## src/rtl/board_test_pkg.sv

```systemverilog
// Shared encodings for the UPduino board-test pattern generator: pattern
// modes and RGB drive constants (the RGB LED is active-low).
package board_test_pkg;

  typedef enum logic [1:0] {
    MODE_COUNT   = 2'd0,
    MODE_WALK    = 2'd1,
    MODE_BREATHE = 2'd2,
    MODE_LAMP    = 2'd3
  } mode_e;

  localparam logic [2:0] RGB_OFF    = 3'b111;
  localparam logic [2:0] RGB_ALL_ON = 3'b000;

endpackage

```

## src/rtl/tick_gen.sv

```systemverilog
// Step prescaler: counts 0..PRESCALE-1 while enabled and flags the wrap
// cycle combinationally so the caller can register it with the pattern update.
module tick_gen #(
  parameter int PRESCALE = 1_500_000
) (
  input  logic CLK,
  input  logic RST_N,
  input  logic en,
  output logic tick
);

  localparam int CW = $clog2(PRESCALE);
  localparam logic [CW-1:0] LAST = CW'(PRESCALE - 1);

  logic [CW-1:0] r_pcnt;
  logic          w_last;

  assign w_last = (r_pcnt == LAST);
  assign tick   = en && w_last;

  // NOTE: state registers use non-blocking assignments so every flop samples
  // pre-edge values; blocking here would chain updates within one edge.
  always_ff @(posedge CLK or negedge RST_N) begin
    if (!RST_N) begin
      r_pcnt <= '0;
    end else if (en) begin
      r_pcnt <= w_last ? '0 : r_pcnt + CW'(1);
    end
  end

endmodule

```

## src/rtl/led_pattern_gen.sv

```systemverilog
// Board-test LED pattern generator: count, bouncing walk, PWM breathe and
// lamp test on NUM_DBG active-high LEDs plus the active-low RGB LED.
module led_pattern_gen
  import board_test_pkg::*;
#(
  parameter int PRESCALE     = 1_500_000,
  parameter int NUM_DBG      = 4,
  parameter int PWM_W        = 8,
  parameter int RGB_DUTY     = 16,
  parameter int BREATHE_STEP = 32
) (
  input  logic               CLK,
  input  logic               RST_N,
  input  logic [1:0]         MODE,
  input  logic               PAUSE,
  output logic [NUM_DBG-1:0] DBG,
  output logic [2:0]         RGB,
  output logic               TICK
);

  localparam int POS_W    = (NUM_DBG > 1) ? $clog2(NUM_DBG) : 1;
  localparam int DUTY_MAX = 2**PWM_W - 1;
  localparam logic [POS_W-1:0] POS_LAST = POS_W'(NUM_DBG - 1);

  logic [1:0]         r_mode_s1;
  mode_e              r_mode_s2, r_mode_prev;
  logic               r_pause_s1, r_pause_s2;
  logic [PWM_W-1:0]   r_pwm_cnt;
  logic [NUM_DBG-1:0] r_step_cnt;
  logic [2:0]         r_color;
  logic [POS_W-1:0]   r_pos;
  logic               r_pos_up;
  logic [PWM_W-1:0]   r_duty;
  logic               r_duty_up;
  logic [NUM_DBG-1:0] r_dbg;
  logic [2:0]         r_rgb;
  logic               r_tick;

  logic               w_en, w_step, w_mode_chg;
  logic [NUM_DBG-1:0] w_step_cnt_nxt;
  logic [2:0]         w_color_nxt;
  logic [POS_W-1:0]   w_pos_nxt;
  logic               w_pos_up_nxt;
  logic [PWM_W-1:0]   w_duty_nxt;
  logic               w_duty_up_nxt;
  logic [NUM_DBG-1:0] w_dbg_nxt;
  logic [2:0]         w_rgb_nxt;

  assign w_en       = !r_pause_s2;
  assign w_mode_chg = (r_mode_s2 != r_mode_prev);

  tick_gen #(.PRESCALE(PRESCALE)) u_tick_gen (
    .CLK  (CLK),
    .RST_N(RST_N),
    .en   (w_en),
    .tick (w_step)
  );

  // NOTE: every signal driven here gets a default first; a path that skips
  // an assignment would otherwise infer a latch.
  always_comb begin
    w_step_cnt_nxt = r_step_cnt;
    w_color_nxt    = r_color;
    w_pos_nxt      = r_pos;
    w_pos_up_nxt   = r_pos_up;
    w_duty_nxt     = r_duty;
    w_duty_up_nxt  = r_duty_up;

    if (w_step) begin
      w_step_cnt_nxt = r_step_cnt + NUM_DBG'(1);
      w_color_nxt    = r_color + 3'd1;

      // Bounce between the ends without dwelling; a single LED never moves.
      if (NUM_DBG > 1) begin
        if (r_pos_up) begin
          if (r_pos == POS_LAST) begin
            w_pos_nxt    = r_pos - POS_W'(1);
            w_pos_up_nxt = 1'b0;
          end else begin
            w_pos_nxt = r_pos + POS_W'(1);
          end
        end else if (r_pos == '0) begin
          w_pos_nxt    = r_pos + POS_W'(1);
          w_pos_up_nxt = 1'b1;
        end else begin
          w_pos_nxt = r_pos - POS_W'(1);
        end
      end

      if (r_duty_up) begin
        if (int'(r_duty) + BREATHE_STEP >= DUTY_MAX) begin
          w_duty_nxt    = '1;
          w_duty_up_nxt = 1'b0;
        end else begin
          w_duty_nxt = r_duty + PWM_W'(BREATHE_STEP);
        end
      end else if (int'(r_duty) <= BREATHE_STEP) begin
        w_duty_nxt    = '0;
        w_duty_up_nxt = 1'b1;
      end else begin
        w_duty_nxt = r_duty - PWM_W'(BREATHE_STEP);
      end
    end

    // A mode switch restarts walk and breathe even if a step lands together.
    if (w_mode_chg) begin
      w_pos_nxt     = '0;
      w_pos_up_nxt  = 1'b1;
      w_duty_nxt    = '0;
      w_duty_up_nxt = 1'b1;
    end
  end

  // Outputs are built from next-state values so they change with TICK.
  always_comb begin
    w_dbg_nxt = '0;
    w_rgb_nxt = (int'(r_pwm_cnt) < RGB_DUTY) ? ~w_color_nxt : RGB_OFF;
    case (r_mode_s2)
      MODE_COUNT:   w_dbg_nxt = w_step_cnt_nxt;
      MODE_WALK:    w_dbg_nxt = NUM_DBG'(1) << w_pos_nxt;
      MODE_BREATHE: w_dbg_nxt = {NUM_DBG{r_pwm_cnt < w_duty_nxt}};
      MODE_LAMP: begin
        w_dbg_nxt = '1;
        w_rgb_nxt = RGB_ALL_ON;
      end
      default:      w_dbg_nxt = '0;
    endcase
  end

  always_ff @(posedge CLK or negedge RST_N) begin
    if (!RST_N) begin
      r_mode_s1   <= '0;
      r_mode_s2   <= MODE_COUNT;
      r_mode_prev <= MODE_COUNT;
      r_pause_s1  <= 1'b0;
      r_pause_s2  <= 1'b0;
      r_pwm_cnt   <= '0;
      r_step_cnt  <= '0;
      r_color     <= '0;
      r_pos       <= '0;
      r_pos_up    <= 1'b1;
      r_duty      <= '0;
      r_duty_up   <= 1'b1;
      r_dbg       <= '0;
      r_rgb       <= RGB_OFF;
      r_tick      <= 1'b0;
    end else begin
      r_mode_s1   <= MODE;
      r_mode_s2   <= mode_e'(r_mode_s1);
      r_mode_prev <= r_mode_s2;
      r_pause_s1  <= PAUSE;
      r_pause_s2  <= r_pause_s1;
      r_pwm_cnt   <= r_pwm_cnt + PWM_W'(1);
      r_step_cnt  <= w_step_cnt_nxt;
      r_color     <= w_color_nxt;
      r_pos       <= w_pos_nxt;
      r_pos_up    <= w_pos_up_nxt;
      r_duty      <= w_duty_nxt;
      r_duty_up   <= w_duty_up_nxt;
      r_dbg       <= w_dbg_nxt;
      r_rgb       <= w_rgb_nxt;
      r_tick      <= w_step;
    end
  end

  assign DBG  = r_dbg;
  assign RGB  = r_rgb;
  assign TICK = r_tick;

endmodule
```

## config.mk

```make
export PLATFORM = sky130hd
export DESIGN_NAME = led_pattern_gen
export DESIGN_NICKNAME = d
export VERILOG_FILES = /design/src/rtl/board_test_pkg.sv /design/src/rtl/tick_gen.sv /design/src/rtl/led_pattern_gen.sv
export SDC_FILE = /design/constraint.sdc
export NUM_CORES = 1
export LEC_CHECK = 0
export CAP_MARGIN = 10
export CORE_MARGIN = 2
export CORE_UTILIZATION = 55
export CTS_BUF_LIST = sky130_fd_sc_hd__clkbuf_4
export CTS_CLUSTER_DIAMETER = 80
export DETAILED_ROUTE_END_ITERATION = 7
export DONT_BUFFER_PORTS = 1
export GPL_ROUTABILITY_DRIVEN = 0
export PLACE_DENSITY_LB_ADDON = 0.2
export SYNTH_ARGS = -nofsm -noshare
export SYNTH_HDL_FRONTEND = slang
export SYNTH_HIERARCHICAL = 1
export SYNTH_SLANG_ARGS = --single-unit
export TNS_END_PERCENT = 1
```

## constraint.sdc

```tcl
create_clock -name CLK -period 5.66 [get_ports CLK]
set_clock_uncertainty 0.2 [all_clocks]
set_input_delay 1.698 -clock CLK [delete_from_list [all_inputs] [get_ports CLK]]
set_output_delay 1.698 -clock CLK [all_outputs]
set_load 0.005 [all_outputs]
```

==> run_results.csv <==
group,metric,value,unit
critical_path,rrSetupSlack,1590,ps
run,drv_cap,0,
grt,gr-total-overflow,0,
timing,fmax,245,MHz
synthesis,seq_area_frac_synth,49.7,%
clock_network,cts-root-buf,"clkbuf_4",
worst_hold_path,worstHoldPathType,"reg -> reg",
drt,vias_per_cell,5.89,
drt,routed_wl,6.21,mm
die,start_util,57.7,%
timing,finalCriticalPeriod,4070,ps
critical_path,crit_arrival,4140,ps
clock_network,cts_hold_buffers,0,
clock_network,clock_latency,410,ps
clock_network,numCtsBuffers,9,
die,io_pins,13,
layout,area_growth,6.73,%
clock_network,post_cts_buffers,0,
timing,period_share,72.0,%
critical_path,cp_max_fo,23,
grt,grt_max_degree,65,
synthesis,syn_inst,308,
grt,grt_use_total,21.6,%
die,die_y,80.7,um
critical_path,crit_required,5730,ps
timing,hold_violations,0,
synthesis,synth_top_cell_by_area,"dfrtp_1",
synthesis,synth_edf_count,0,
synthesis,ys_top_cells_by_area,"dfrtp_1 (46%), ha_1 (5.4%), xnor2_1 (4.6%)",
pwr,peakVddDrop,0.173,mV
synthesis,synth_most_common_cell,"dfrtp_1",
clock_network,cts_resized,0,
drt,ant_nets,0,
critical_path,cp-start-kind,"flip-flop",
layout,n_fill_cell,454,
clock_network,htreeDepth,3,
placed_design,portBuffers,0,
clock_network,path_clk_slew,90,ps
layout,diodes,0,
layout,drive_gt1_share,11.0,%
die,placement_rows,27,
grt,antenna_found_initial,0,
clock_network,cts_tree,"built",
layout,postLayoutCoreUtil,61.6,%
critical_path,path_class,"reg -> reg",
synthesis,synth_fp_nets,327,
layout,final_nets,333,
clock_network,cts_buffer_depth,2,
critical_path,rr_worst_depth,15,
critical_path,cp-startpoint,"u_tick_gen/r_pcnt[4]",
drt,wl_per_cell,15.9,um
timing,setup_viol,0,
critical_path,r2r_start,"u_tick_gen/r_pcnt[4]",
drt,drt_iter0_markers,130,
synthesis,async_reset_ff_share,100,%
timing,final_max_slew_viol_count,0,
synthesis,netlist_area,3240,um2
timing,finalSetupTns,0,ps
critical_path,end_kind,"flip-flop",
synthesis,synth-seq-cells,64,
timing,rsz0062_at_grt,"no",
synthesis,yosysUniqueCellTypes,53,
critical_path,crit_end,"DBG[1]",
pwr,leakage,0.00152,uW
pwr,p_per_area,259,nW/um2
die,core-area,5610,um2
drt,drcViolationCount,0,
placed_design,detailed_place_hpwl,4.33,mm
die,die_area,6510,um2
run_status,run_status,"finished, final reports clean",
die,die_w,80.7,um
drt,firstDrtPassIters,4,
synthesis,yosysWarnings,6,
synthesis,synth_top_cell_area_share,45.6,%
timing,maxSlewHeadroom,46.3,%
synthesis,ys.flop_type,"dfrtp_1",
grt,grt_pass1_vias,2176,
synthesis,avgSynthCellArea,10.5,um2
clock_network,clock_sinks,64,
critical_path,rr_endpoint,"DBG[1]",
drt,vias,2304,
timing,worst_pin_slew,799,ps
grt,grt_pass1_wl,10.4,mm
synthesis,synth.top_cells.by_count,"dfrtp_1 (59), a21oi_1 (22), nand3_1 (19), nor2_1 (18)",
-- logic make-up after synthesis --
kind of cell    count (synthesis)  synth area share, %
mux                             4                 1.35
xor+xnor                       29                 7.85
fa+ha+maj                      14                 5.41
buf+inv                        20                 2.44
compound gates                 54                 10.7
flops                          64                 49.7
simple gates                  123                 22.5
-- stage by stage --
| step | cell area [um2] | setup WS, ps | power [uW] | std cells | hold WS, ps |
|---|---|---|---|---|---|
| after global placement | 3320 | 1810 | 601 | 375 | 133 |
| after detailed placement | 3320 | 1630 | 604 | 375 | 135 |
| after floorplan | 3240 | 1880 | 581 | 308 | 131 |
| after CTS | 3450 | 1580 | 903 | 391 | 159 |
| after global routing | 3450 | 1290 | 943 | 391 | 169 |
| final | 3450 | 1590 | 894 | 391 | 156 |
-- area by class of cell --
type | count | area, um2 | area share, %
clock buffers | 11 | 82.6 | 2.39
clock inverters | 5 | 48.8 | 1.41
inverters | 14 | 52.6 | 1.52
multi-input cells | 224 | 1570 | 45.3
flip-flops and latches | 64 | 1610 | 46.5
well taps | 72 | 90.1 | 2.61
repair buffers | 1 | 7.51 | 0.217
-- sequential cells by signal, indices dropped and copies added (netlist names), 3 cells and up --
signal and count:
r_duty 8, DBG 4, r_step_cnt 4, r_color 3, u_tick_gen/r_pcnt 21, RGB 3
r_pwm_cnt 8
-- worst max-delay path, stage by stage, from the launching register on --
cell       delay, ps
dfrtp_1          460
nor2b_1          260
nand2_1          130
nor3_1           190
nor4bb_4         300
buf_4            300
o21ai_0          130
a211oi_1         330
o21a_1           200
a221oi_1          60
ha_1             340
inv_1             40
o2111ai_1        270
nor3_1           150
a2111oi_4        480
a21oi_1           90
-- cell usage in the layout (no fill, tap or decap), types with 4 or more instances in the layout --
cell / instances
dfrtp_1: 59
a21oi_1: 22
nand3_1: 19
nor2_1: 18
xnor2_1: 17
nand2_1: 17
inv_1: 14
ha_1: 14
xor2_1: 12
nand4_1: 12
clkbuf_4: 11
o21ai_0: 9
nand2b_1: 9
nor3_1: 8
and3_1: 7
dfstp_2: 5
nor2b_1: 5
and4_1: 5
o22ai_1: 4
-- how the worst min path moves through the flow --
stage                      start            to  slack (ps)  cells past startpoint
floorplan           r_mode_s1[0]  r_mode_s2[0]         130                      0
global placement    r_mode_s1[0]  r_mode_s2[0]         130                      0
detailed placement    r_pause_s1    r_pause_s2         130                      0
CTS                   r_pause_s1    r_pause_s2         160                      0
global route        r_mode_s1[1]  r_mode_s2[1]         170                      0
finish                r_pause_s1    r_pause_s2         160                      0
-- layer usage --
metal,part of all wire (%),GRT usage [%],vias to the layer above
li1,-,-,1143
met1,50,30.5,1107
met2,44,30.8,45
met4,2.2,11.2,0
met5,0,0,-
met3,4.0,5.17,9
-- power breakdown --
group	internal (uW)	total (uW)	switching (uW)
registers	483	522	38.6
logic	32.1	73.6	41.4
clock network	141	298	157
Power figures use the tool's default switching activity.
